`config.mk`:
```
export PLATFORM = sky130hd
export DESIGN_NAME = bsg_dmc_ui_burst_adapter
export DESIGN_NICKNAME = d
export VERILOG_FILES = /design/src/rtl/bsg_dmc_ui_burst_adapter.sv
export SDC_FILE = /design/constraint.sdc
export NUM_CORES = 1
export LEC_CHECK = 0
export CAP_MARGIN = 20
export CORE_UTILIZATION = 35
export DETAILED_ROUTE_END_ITERATION = 8
export GPL_TIMING_DRIVEN = 1
export SLEW_MARGIN = 5
export SYNTH_ARGS = -nofsm -noshare
export SYNTH_HDL_FRONTEND = slang
export SYNTH_SLANG_ARGS = --single-unit
```
`constraint.sdc`:
```
create_clock -name ui_clk_i -period 10.14 [get_ports ui_clk_i]
set_input_delay 2.028 -clock ui_clk_i [delete_from_list [all_inputs] [get_ports ui_clk_i]]
set_output_delay 2.028 -clock ui_clk_i [all_outputs]
set_load 0.05 [all_outputs]
```
`src/rtl/bsg_dmc_ui_burst_adapter.sv`:
```
// Whole-burst ready/valid front end for the DMC UI: issues app_* commands, serializes writes, gathers reads.
// Define BSG_DMC_UI_ADAPTER_WRITE_ACK_EN to also return a write acknowledge through the response port.
package bsg_dmc_ui_burst_adapter_pkg;
  typedef enum logic [2:0] {
    e_app_wr = 3'b000,
    e_app_rd = 3'b001
  } app_cmd_e;
endpackage

module bsg_dmc_ui_burst_adapter
  import bsg_dmc_ui_burst_adapter_pkg::*;
#(
  parameter int unsigned ui_addr_width_p    = 28,
  parameter int unsigned ui_data_width_p    = 32,
  parameter int unsigned burst_data_width_p = 128
) (
  input  logic                            ui_clk_i,
  input  logic                            ui_reset_i,
  input  logic                            req_v_i,
  output logic                            req_ready_o,
  input  logic                            req_write_i,
  input  logic [ui_addr_width_p-1:0]      req_addr_i,
  input  logic [burst_data_width_p-1:0]   req_data_i,
  input  logic [burst_data_width_p/8-1:0] req_mask_i,
  output logic                            resp_v_o,
  input  logic                            resp_yumi_i,
  output logic                            resp_write_o,
  output logic [burst_data_width_p-1:0]   resp_data_o,
  output logic [ui_addr_width_p-1:0]      app_addr_o,
  output app_cmd_e                        app_cmd_o,
  output logic                            app_en_o,
  input  logic                            app_rdy_i,
  output logic                            app_wdf_wren_o,
  output logic [ui_data_width_p-1:0]      app_wdf_data_o,
  output logic [ui_data_width_p/8-1:0]    app_wdf_mask_o,
  output logic                            app_wdf_end_o,
  input  logic                            app_wdf_rdy_i,
  input  logic                            app_rd_data_valid_i,
  input  logic [ui_data_width_p-1:0]      app_rd_data_i,
  input  logic                            app_rd_data_end_i
);

  localparam int unsigned beats_lp  = burst_data_width_p / ui_data_width_p;
  localparam int unsigned cnt_w_lp  = (beats_lp > 1) ? $clog2(beats_lp) : 1;
  localparam int unsigned mask_w_lp = ui_data_width_p / 8;
  localparam logic [cnt_w_lp-1:0] last_beat_lp = cnt_w_lp'(beats_lp - 1);

  typedef enum logic [2:0] {e_idle, e_write, e_read_cmd, e_read_data, e_resp} state_e;

  state_e                                   state_q, state_d;
  logic [ui_addr_width_p-1:0]               addr_q, addr_d;
  logic                                     write_q, write_d;
  logic [beats_lp-1:0][ui_data_width_p-1:0] data_q, data_d;
  logic [beats_lp-1:0][mask_w_lp-1:0]       mask_q, mask_d;
  logic [cnt_w_lp-1:0]                      beat_q, beat_d;
  logic                                     cmd_done_q, cmd_done_d;
  logic                                     wdf_done_q, wdf_done_d;

  logic                       req_ready_q, req_ready_d;
  logic                       app_en_q, app_en_d;
  app_cmd_e                   app_cmd_q, app_cmd_d;
  logic                       wren_q, wren_d;
  logic [ui_data_width_p-1:0] wdf_data_q, wdf_data_d;
  logic [mask_w_lp-1:0]       wdf_mask_q, wdf_mask_d;
  logic                       wdf_end_q, wdf_end_d;
  logic                       resp_v_q, resp_v_d;

  logic cmd_fire, wdf_fire, last_beat;
  assign cmd_fire  = app_en_q & app_rdy_i;
  assign wdf_fire  = wren_q & app_wdf_rdy_i;
  assign last_beat = (beat_q == last_beat_lp);

  // State register; datapath and output registers ride along with it
  always_ff @(posedge ui_clk_i or posedge ui_reset_i) begin
    if (ui_reset_i) begin
      state_q     <= e_idle;
      addr_q      <= '0;
      write_q     <= 1'b0;
      data_q      <= '0;
      mask_q      <= '0;
      beat_q      <= '0;
      cmd_done_q  <= 1'b0;
      wdf_done_q  <= 1'b0;
      req_ready_q <= 1'b0;
      app_en_q    <= 1'b0;
      app_cmd_q   <= e_app_wr;
      wren_q      <= 1'b0;
      wdf_data_q  <= '0;
      wdf_mask_q  <= '0;
      wdf_end_q   <= 1'b0;
      resp_v_q    <= 1'b0;
    end else begin
      state_q     <= state_d;
      addr_q      <= addr_d;
      write_q     <= write_d;
      data_q      <= data_d;
      mask_q      <= mask_d;
      beat_q      <= beat_d;
      cmd_done_q  <= cmd_done_d;
      wdf_done_q  <= wdf_done_d;
      req_ready_q <= req_ready_d;
      app_en_q    <= app_en_d;
      app_cmd_q   <= app_cmd_d;
      wren_q      <= wren_d;
      wdf_data_q  <= wdf_data_d;
      wdf_mask_q  <= wdf_mask_d;
      wdf_end_q   <= wdf_end_d;
      resp_v_q    <= resp_v_d;
    end
  end

  // Next-state and datapath updates
  always_comb begin
    state_d    = state_q;
    addr_d     = addr_q;
    write_d    = write_q;
    data_d     = data_q;
    mask_d     = mask_q;
    beat_d     = beat_q;
    cmd_done_d = cmd_done_q;
    wdf_done_d = wdf_done_q;
    case (state_q)
      e_idle: begin
        if (req_v_i && req_ready_q) begin
          addr_d     = req_addr_i;
          write_d    = req_write_i;
          data_d     = req_data_i;
          mask_d     = req_mask_i;
          beat_d     = '0;
          cmd_done_d = 1'b0;
          wdf_done_d = 1'b0;
          state_d    = req_write_i ? e_write : e_read_cmd;
        end
      end
      e_write: begin
        if (cmd_fire) cmd_done_d = 1'b1;
        if (wdf_fire) begin
          beat_d = last_beat ? '0 : beat_q + cnt_w_lp'(1);
          if (last_beat) wdf_done_d = 1'b1;
        end
        if (cmd_done_d && wdf_done_d) begin
          // Cleared so a write acknowledge carries zero data
          data_d = '0;
`ifdef BSG_DMC_UI_ADAPTER_WRITE_ACK_EN
          state_d = e_resp;
`else
          state_d = e_idle;
`endif
        end
      end
      e_read_cmd, e_read_data: begin
        if ((state_q == e_read_cmd) && cmd_fire) state_d = e_read_data;
        if (app_rd_data_valid_i) begin
          data_d[beat_q] = app_rd_data_i;
          beat_d = last_beat ? '0 : beat_q + cnt_w_lp'(1);
          if (last_beat) state_d = e_resp;
        end
      end
      e_resp: begin
        if (resp_yumi_i) state_d = e_idle;
      end
      default: state_d = e_idle;
    endcase
  end

  // Output register inputs, decoded from the next state
  always_comb begin
    req_ready_d = (state_d == e_idle);
    app_en_d    = ((state_d == e_write) || (state_d == e_read_cmd)) && !cmd_done_d;
    app_cmd_d   = app_cmd_q;
    if (app_en_d) app_cmd_d = write_d ? e_app_wr : e_app_rd;
    wren_d      = (state_d == e_write) && !wdf_done_d;
    wdf_data_d  = wren_d ? data_d[beat_d] : '0;
    wdf_mask_d  = wren_d ? mask_d[beat_d] : '0;
    wdf_end_d   = wren_d && (beat_d == last_beat_lp);
    resp_v_d    = (state_d == e_resp);
  end

`ifdef BSG_DMC_UI_ADAPTER_WRITE_ACK_EN
  logic resp_write_q;
  always_ff @(posedge ui_clk_i or posedge ui_reset_i) begin
    if (ui_reset_i) resp_write_q <= 1'b0;
    else            resp_write_q <= (state_d == e_resp) && write_d;
  end
  assign resp_write_o = resp_write_q;
`else
  assign resp_write_o = 1'b0;
`endif

  assign req_ready_o    = req_ready_q;
  assign resp_v_o       = resp_v_q;
  assign resp_data_o    = data_q;
  assign app_addr_o     = addr_q;
  assign app_cmd_o      = app_cmd_q;
  assign app_en_o       = app_en_q;
  assign app_wdf_wren_o = wren_q;
  assign app_wdf_data_o = wdf_data_q;
  assign app_wdf_mask_o = wdf_mask_q;
  assign app_wdf_end_o  = wdf_end_q;

`ifndef SYNTHESIS
  always_ff @(posedge ui_clk_i) begin
    if (!ui_reset_i) begin
      if (app_rd_data_valid_i) begin
        assert ((state_q == e_read_cmd) || (state_q == e_read_data))
          else $error("read beat arrived with no read outstanding");
        assert (app_rd_data_end_i == last_beat)
          else $error("app_rd_data_end_i disagrees with beat count");
      end
      if (resp_yumi_i) assert (resp_v_q) else $error("resp_yumi_i without resp_v_o");
    end
  end
`endif

endmodule

```
==> results of run 1 <==
-- Yosys cell counts (2+ instances only) --
cell / instances / area share
nand2_1: 132 / 0.042
inv_1: 37 / 0.012
o31ai_1: 2 / 0.0013
nand3_1: 3 / 0.0013
nor2b_1: 2 / 0.0011
nand2b_1: 4 / 0.0021
a21boi_0: 32 / 0.020
a22oi_2: 2 / 0.0021
and2_1: 27 / 0.014
o32a_1: 31 / 0.026
a221o_1: 2 / 0.0017
buf_4: 6 / 0.0038
clkbuf_1: 63 / 0.020
nor2_1: 113 / 0.036
and2_0: 6 / 0.0032
o21a_1: 4 / 0.0025
ha_1: 4 / 0.0042
o211ai_1: 2 / 0.0013
a21oi_1: 72 / 0.030
mux2_2: 46 / 0.044
a211oi_1: 63 / 0.040
a22oi_1: 62 / 0.039
dfrtp_1: 222 / 0.47
and3_1: 33 / 0.017
a21o_1: 62 / 0.039
buf_1: 13 / 0.0041
o221ai_1: 32 / 0.024
o2bb2ai_1: 31 / 0.023
a31oi_1: 2 / 0.0011
a222oi_1: 32 / 0.027
o21ai_0: 35 / 0.015
nor3_1: 9 / 0.0038
buf_2: 42 / 0.018
-- state kept, by name (all words and copies together) (netlist names) --
name and flops:
mask_q 16, app_cmd_o 1, cmd_done_q 1, wdf_done_q 1, app_wdf_mask_o 4, app_wdf_end_o 1
resp_data_o 128, app_addr_o 28, resp_v_o 1, app_wdf_wren_o 1, app_wdf_data_o 32, state_q 3
write_q 1, app_en_o 1, req_ready_o 1, beat_q 2
-- worst min path at each step --
stage / end / slack, ns / cells after the start
after global routing: app_addr_o[24]$_DFFE_PP0P_ / 0.49 / 2
after floorplan: write_q$_DFF_PP0_ / 0.44 / 2
after global placement: app_addr_o[2]$_DFFE_PP0P_ / 0.46 / 2
after CTS: app_addr_o[26]$_DFFE_PP0P_ / 0.48 / 2
after detailed placement: app_addr_o[26]$_DFFE_PP0P_ / 0.46 / 2
final: app_addr_o[24]$_DFFE_PP0P_ / 0.47 / 2
-- per-stage QoR --
stage | hold WS (ns) | cells | power [mW] | setup slack [ns]
after floorplan | 0.441 | 1246 | 3.76 | 2.03
after global placement | 0.459 | 1994 | 4.97 | 4.41
after detailed placement | 0.461 | 1995 | 5.01 | 4.33
after CTS | 0.476 | 2042 | 5.97 | 4.91
after global routing | 0.492 | 2046 | 6.26 | 4.78
final | 0.471 | 2049 | 5.95 | 4.84
-- cells by family after synthesis --
family	after synthesis	share of synthesized area
compound gates	470	0.297
fa+ha+maj	4	0.00423
buf+inv	163	0.0586
flops	222	0.469
mux	48	0.0455
other cells	1	0.000317
simple gates	336	0.126
-- cell type report --
cell class	count	area, sq um
Fill cell	3106	16400
Multi-Input combinational cell	861	5670
Sequential cell	222	5560
Timing Repair Buffer	428	4270
Clock buffer	38	757
Tap cell	448	561
Inverter	38	150
Clock inverter	9	77.6
Antenna cell	5	12.5
-- placed cells by master (no fill, tap or decap), types with 4 or more instances in the layout --
cell | Yosys | final
dfrtp_1 | 222 | 220
o2bb2ai_1 | 31 | 31
a211oi_1 | 63 | 63
and3_1 | 33 | 32
diode_2 | 0 | 5
and2_0 | 6 | 6
clkdlybuf4s50_1 | 0 | 408
o21a_1 | 4 | 4
a21oi_1 | 72 | 70
a21o_1 | 62 | 62
nor2_1 | 113 | 112
clkbuf_1 | 63 | 7
mux2_2 | 46 | 46
clkinv_2 | 0 | 6
and2_1 | 27 | 26
clkbuf_8 | 0 | 4
nor3_1 | 9 | 9
nand2_1 | 132 | 129
inv_1 | 37 | 35
a222oi_1 | 32 | 32
a21boi_0 | 32 | 32
a22oi_1 | 62 | 62
o32a_1 | 31 | 31
o221ai_1 | 32 | 32
clkbuf_16 | 0 | 27
o21ai_0 | 35 | 35
buf_4 | 6 | 16
-- power by group --
part / leakage, nW / internal, mW / total (mW) / switching (mW)
registers: 2.91 / 1.21 / 1.42 / 0.215
logic: 4.20 / 1.19 / 3.59 / 2.41
clock network: 0.416 / 0.543 / 0.933 / 0.391
-- layer usage --
metal | part of all wire | up-vias
met5 | 0 | -
met4 | 0.030 | 0
met3 | 0.082 | 86
met2 | 0.48 | 528
met1 | 0.41 | 5952
li1 | - | 5282
-- critical path: stages --
cell             delay (ns)
clkdlybuf4s50_1        0.52
and4bb_4               0.55
and2b_4                0.65
nand2_1                0.31
a21oi_4                0.72
buf_4                  0.47
o221ai_1               0.28
a21oi_1                0.20
==> metrics.yaml, run 1 <==
cp-endpoint: "app_wdf_data_o[27]$_DFF_PP0_"
cts_max_path_buffers: 3
regToRegSetupSlack_ns: 5.83
antenna_found_initial: 2
cts-htree-levels: 1
finish.utilization: 0.510
irDropWorstVdd_v: 0.000226
crit_fanout: 39
grt_use_total: 0.286
worstSetupPathType: "in -> reg"
wl_microns: 50300
drcViolationCount: 0
rr_worst_depth: 8
worst_slew_pin_slew_ns: 1.09
hpwl_microns: 31500
synth_ff_type: "dfrtp_1"
rsz0062_at_grt: "no"
grt_pass1_wl_microns: 74400
outcome: "completed"
initial_core_util: 0.354
clkTransAtPathRegs_ns: 0.06
end_kind: "flop"
met1_usage: 0.370
clkSinkCount: 222
synth.distinct_cells: 49
finalHoldViolCount: 0
top_usage_layer: "met2"
report.final.slew_viol_count: 0
syn_inst: 1244
place_congestion: 0.847
required_ns: 10.60
r2r-end: "app_wdf_data_o[27]$_DFF_PP0_"
syn_avg_cell_area_sq_um: 9.52
drtPass1Iterations: 5
leakage_nw: 7.53
hold_start: "app_addr_o[24]$_DFFE_PP0P_"
final_area_sq_um: 17100
met3_usage: 0.0632
cts-root-buf: "clkbuf_16"
layout.nets: 1795
die_w_microns: 186
ant_nets: 0
io_pins: 414
dieArea_sq_um: 34600
cts_buffers: 27
die_h_microns: 186
drive_above_1_share: 0.0808
maxCapViolCount: 0
port_buffers: 409
cp_data_arrival_time_ns: 5.76
postSynth.asyncResetShare: 1.00
ys_ff_latch: 222
synthToLayoutAreaGrowth_pct: 44.0
finalClockSkew_ns: 0.0129
hp-class: "reg -> reg"
yosysSeqAreaShare: 0.469
use_met2: 0.476
grt_overflow: 0
maxSlewHeadroom: 0.272
power.density_cell_area_nw_per_um2: 349
grt_max_degree: 87
critPathLaunchType: "input port"
cp-startpoint: "req_v_i"
cts_tree: "done"
reg2reg_from: "state_q[1]$_DFF_PP0_"
drt_iter0_drc: 871
via_per_inst: 5.78
cts_hold_buf: 0
fin_crit_sh: 0.522
setup_viol: 0
clk_latency_ns: 0.54
synth-edff-count: 0
core_sq_um: 33400
core.rowCount: 67
max_freq_mhz: 189
drt-wirelength-per-cell_microns: 24.6
period_needed_ns: 5.30
tns_ns: 0
via_count: 11848
postCtsSetupBuffers: 0
placed_area_sq_um: 16200
grt_pass1_vias: 11840
cts.repair.resized: 0
yosysWarnings: 0
syn_area_sq_um: 11800
No activity file was read; power rests on OpenSTA's default activity.
==> run 2: changes to the inputs <==
clock period = 5.29 ns   (was 10.14 ns; I/O delays follow)
==> run 2 against run 1 <==
Compared with the run above:
- combinational power up 92%
- first-iteration DRC count up 13%
- non-clock buffer count up 5
- clock power up 110%
- clock-buffer cell count up 3
- utilization up 0.47 points
- setup slack worse by 3.2 ns
- flip-flop and latch count unchanged
- sequential share of layout area down 0.30 points
- global-route usage down 0.25 points
- sequential power up 94%
==> metrics.yaml, run 2 (synthesis results as in run 1) <==
outcome: "completed"  # unchanged
reg2reg_from: "state_q[1]$_DFF_PP0_"  # unchanged
maxSlewHeadroom: 0.257  # was 0.272
clkSinkCount: 222  # unchanged
initial_core_util: 0.354  # unchanged
cts_tree: "done"  # unchanged
met1_usage: 0.371  # was 0.370
cts_max_path_buffers: 3  # unchanged
via_per_inst: 5.75  # was 5.78
port_buffers: 409  # unchanged
cts_buffers: 28  # was 27
via_count: 11824  # was 11848
ant_nets: 0  # unchanged
finalHoldViolCount: 0  # unchanged
irDropWorstVdd_v: 0.000376  # was 0.000226 V
dieArea_sq_um: 34600  # unchanged
worst_slew_pin_slew_ns: 1.11  # was 1.09 ns
cts.repair.resized: 0  # unchanged
rr_worst_depth: 9  # was 8
setup_slack_ns: 1.68  # was 4.84 ns
grt_use_total: 0.284  # was 0.286
met3_usage: 0.0593  # was 0.0632
end_kind: "flop"  # unchanged
drt-wirelength-per-cell_microns: 24.4  # was 24.6 microns
drt_iter0_drc: 983  # was 871
hold_start: "app_addr_o[20]$_DFFE_PP0P_"  # was app_addr_o[24]$_DFFE_PP0P_
grt_pass1_vias: 11707  # was 11840
io_pins: 414  # unchanged
grt_pass1_wl_microns: 74000  # was 74400 microns
max_freq_mhz: 277
grt_overflow: 0  # unchanged
cpPeakStageDelay_ns: 0.57  # was 0.72 ns
crit_fanout: 52  # was 39
synthToLayoutAreaGrowth_pct: 45.3  # was 44.0%
largest_reg_flops: 128  # unchanged
clkTransAtPathRegs_ns: 0.06  # about the same
hp-class: "reg -> reg"  # unchanged
die_w_microns: 186  # unchanged
report.final.slew_viol_count: 0  # unchanged
core_sq_um: 33400  # unchanged
wl_microns: 50100  # was 50300 microns
worstSetupPathType: "reg -> reg"  # was in -> reg
hpwl_microns: 31900  # was 31500 microns
use_met2: 0.468  # was 0.476
required_ns: 5.76  # was 10.60 ns
leakage_nw: 7.60  # was 7.53 nW
regArea_sq_um: 5560  # unchanged
power.density_cell_area_nw_per_um2: 676  # was 349 nW/um^2
layout.nets: 1801  # was 1795
grt_max_degree: 117  # was 87
antenna_found_initial: 4  # was 2
slowest_stage: "dfrtp_2"  # was a21oi_4
top_usage_layer: "met2"  # unchanged
cts_hold_buf: 0  # unchanged
multi_input_area_sq_um: 5670  # unchanged
layout_commonest_cell: "clkdlybuf4s50_1"  # unchanged
cts-root-buf: "clkbuf_16"  # unchanged
dp_slack_ns: 1.25  # was 4.33 ns
period_needed_ns: 3.61
hold-path-endpoint: "app_addr_o[20]$_DFFE_PP0P_"  # was app_addr_o[24]$_DFFE_PP0P_
drcViolationCount: 0  # unchanged
die_h_microns: 186  # unchanged
maxCapViolCount: 0  # unchanged
drive_above_1_share: 0.0853  # was 0.0808
timing.hold.ws_ns: 0.472  # was 0.471 ns
timing.critical_path.mode_cell: "buf_4"
hold_depth: 2  # unchanged
critPathLaunchType: "flop"  # was input port
place_congestion: 0.849  # was 0.847
mostFrequentLayoutCells: "408 x clkdlybuf4s50_1, 220 x dfrtp_1, 129 x nand2_1"  # unchanged
r2r-end: "app_wdf_data_o[27]$_DFF_PP0_"  # unchanged
cts-htree-levels: 1  # unchanged
core.rowCount: 67  # unchanged
regToRegSetupSlack_ns: 1.68  # was 5.83 ns
setup_viol: 0  # unchanged
finalClockSkew_ns: 0.0110  # was 0.0129 ns
drtPass1Iterations: 6  # was 5
rsz0062_at_grt: "no"  # unchanged
cp_data_arrival_time_ns: 4.07  # was 5.76 ns
path_cells: "buf_4, nor2_4, buf_4, o21ai_0, a21oi_4, buf_4, o32a_1, o221ai_1, a21oi_1"  # was clkdlybuf4s50_1, and4bb_4, and2b_4, nand2_1, a21oi_4, buf_4, o221ai_1, a21oi_1
fin_crit_sh: 0.682
nFillCells: 3070  # was 3106
clk_latency_ns: 0.55  # was 0.54 ns
tns_ns: 0  # unchanged
postCtsSetupBuffers: 0  # unchanged
-- run 2: worst max-delay path, delay by kind of cell (launching register included) --
kind / cells / cell delay, ns
simple gates: 1 / 0.18
flops: 1 / 0.57
compound gates: 5 / 1.40
buf+inv: 3 / 1.36
-- run 2: area by class of cell --
cell class	count	share of cell area
tap	448	0.0326
clock buffer	41	0.0465
inverter	38	0.00850
multi-input combinational	861	0.329
sequential	222	0.323
timing repair buffer	433	0.252
clock inverter	11	0.00770
antenna	2	0.000291
-- run 2: where the power goes --
part,total (mW),internal (mW),switching (mW)
logic,6.91,2.32,4.59
clock network,1.98,1.19,0.792
registers,2.75,2.31,0.434
total,11.6,5.82,5.82
-- run 2: stage by stage --
step	utilization	cell area (sq um)	instances	total power, mW
after global routing	0.515	17200	2055	12.2
after detailed placement	0.486	16200	2001	9.66
after floorplan	-	11900	1246	7.21
after CTS	0.514	17200	2053	11.7
final	0.515	17200	2056	11.6
after global placement	0.486	16200	2001	9.59
-- run 2: worst max-delay path by stage --
stage | from | to | slack [ns] | cells after the start
finish | state_q[1]$_DFF_PP0_ | app_wdf_data_o[27]$_DFF_PP0_ | 1.68 | 9
global route | state_q[1]$_DFF_PP0_ | app_wdf_data_o[28]$_DFF_PP0_ | 1.51 | 9
CTS | state_q[1]$_DFF_PP0_ | app_wdf_data_o[27]$_DFF_PP0_ | 1.66 | 9
detailed placement | app_wdf_rdy_i | app_wdf_data_o[15]$_DFF_PP0_ | 1.25 | 8
global placement | req_v_i | app_wdf_data_o[27]$_DFF_PP0_ | 1.27 | 8
floorplan | ui_reset_i | app_addr_o[0]$_DFFE_PP0P_ | 1.34 | 1
-- run 2: layer usage --
metal / part of all wire / wire length, microns / vias to the layer above
met5: 0.00072 / 36 / -
met4: 0.032 / 1600 / 6
met3: 0.072 / 3620 / 85
met2: 0.47 / 23700 / 484
met1: 0.42 / 21100 / 5949
li1: - / - / 5300
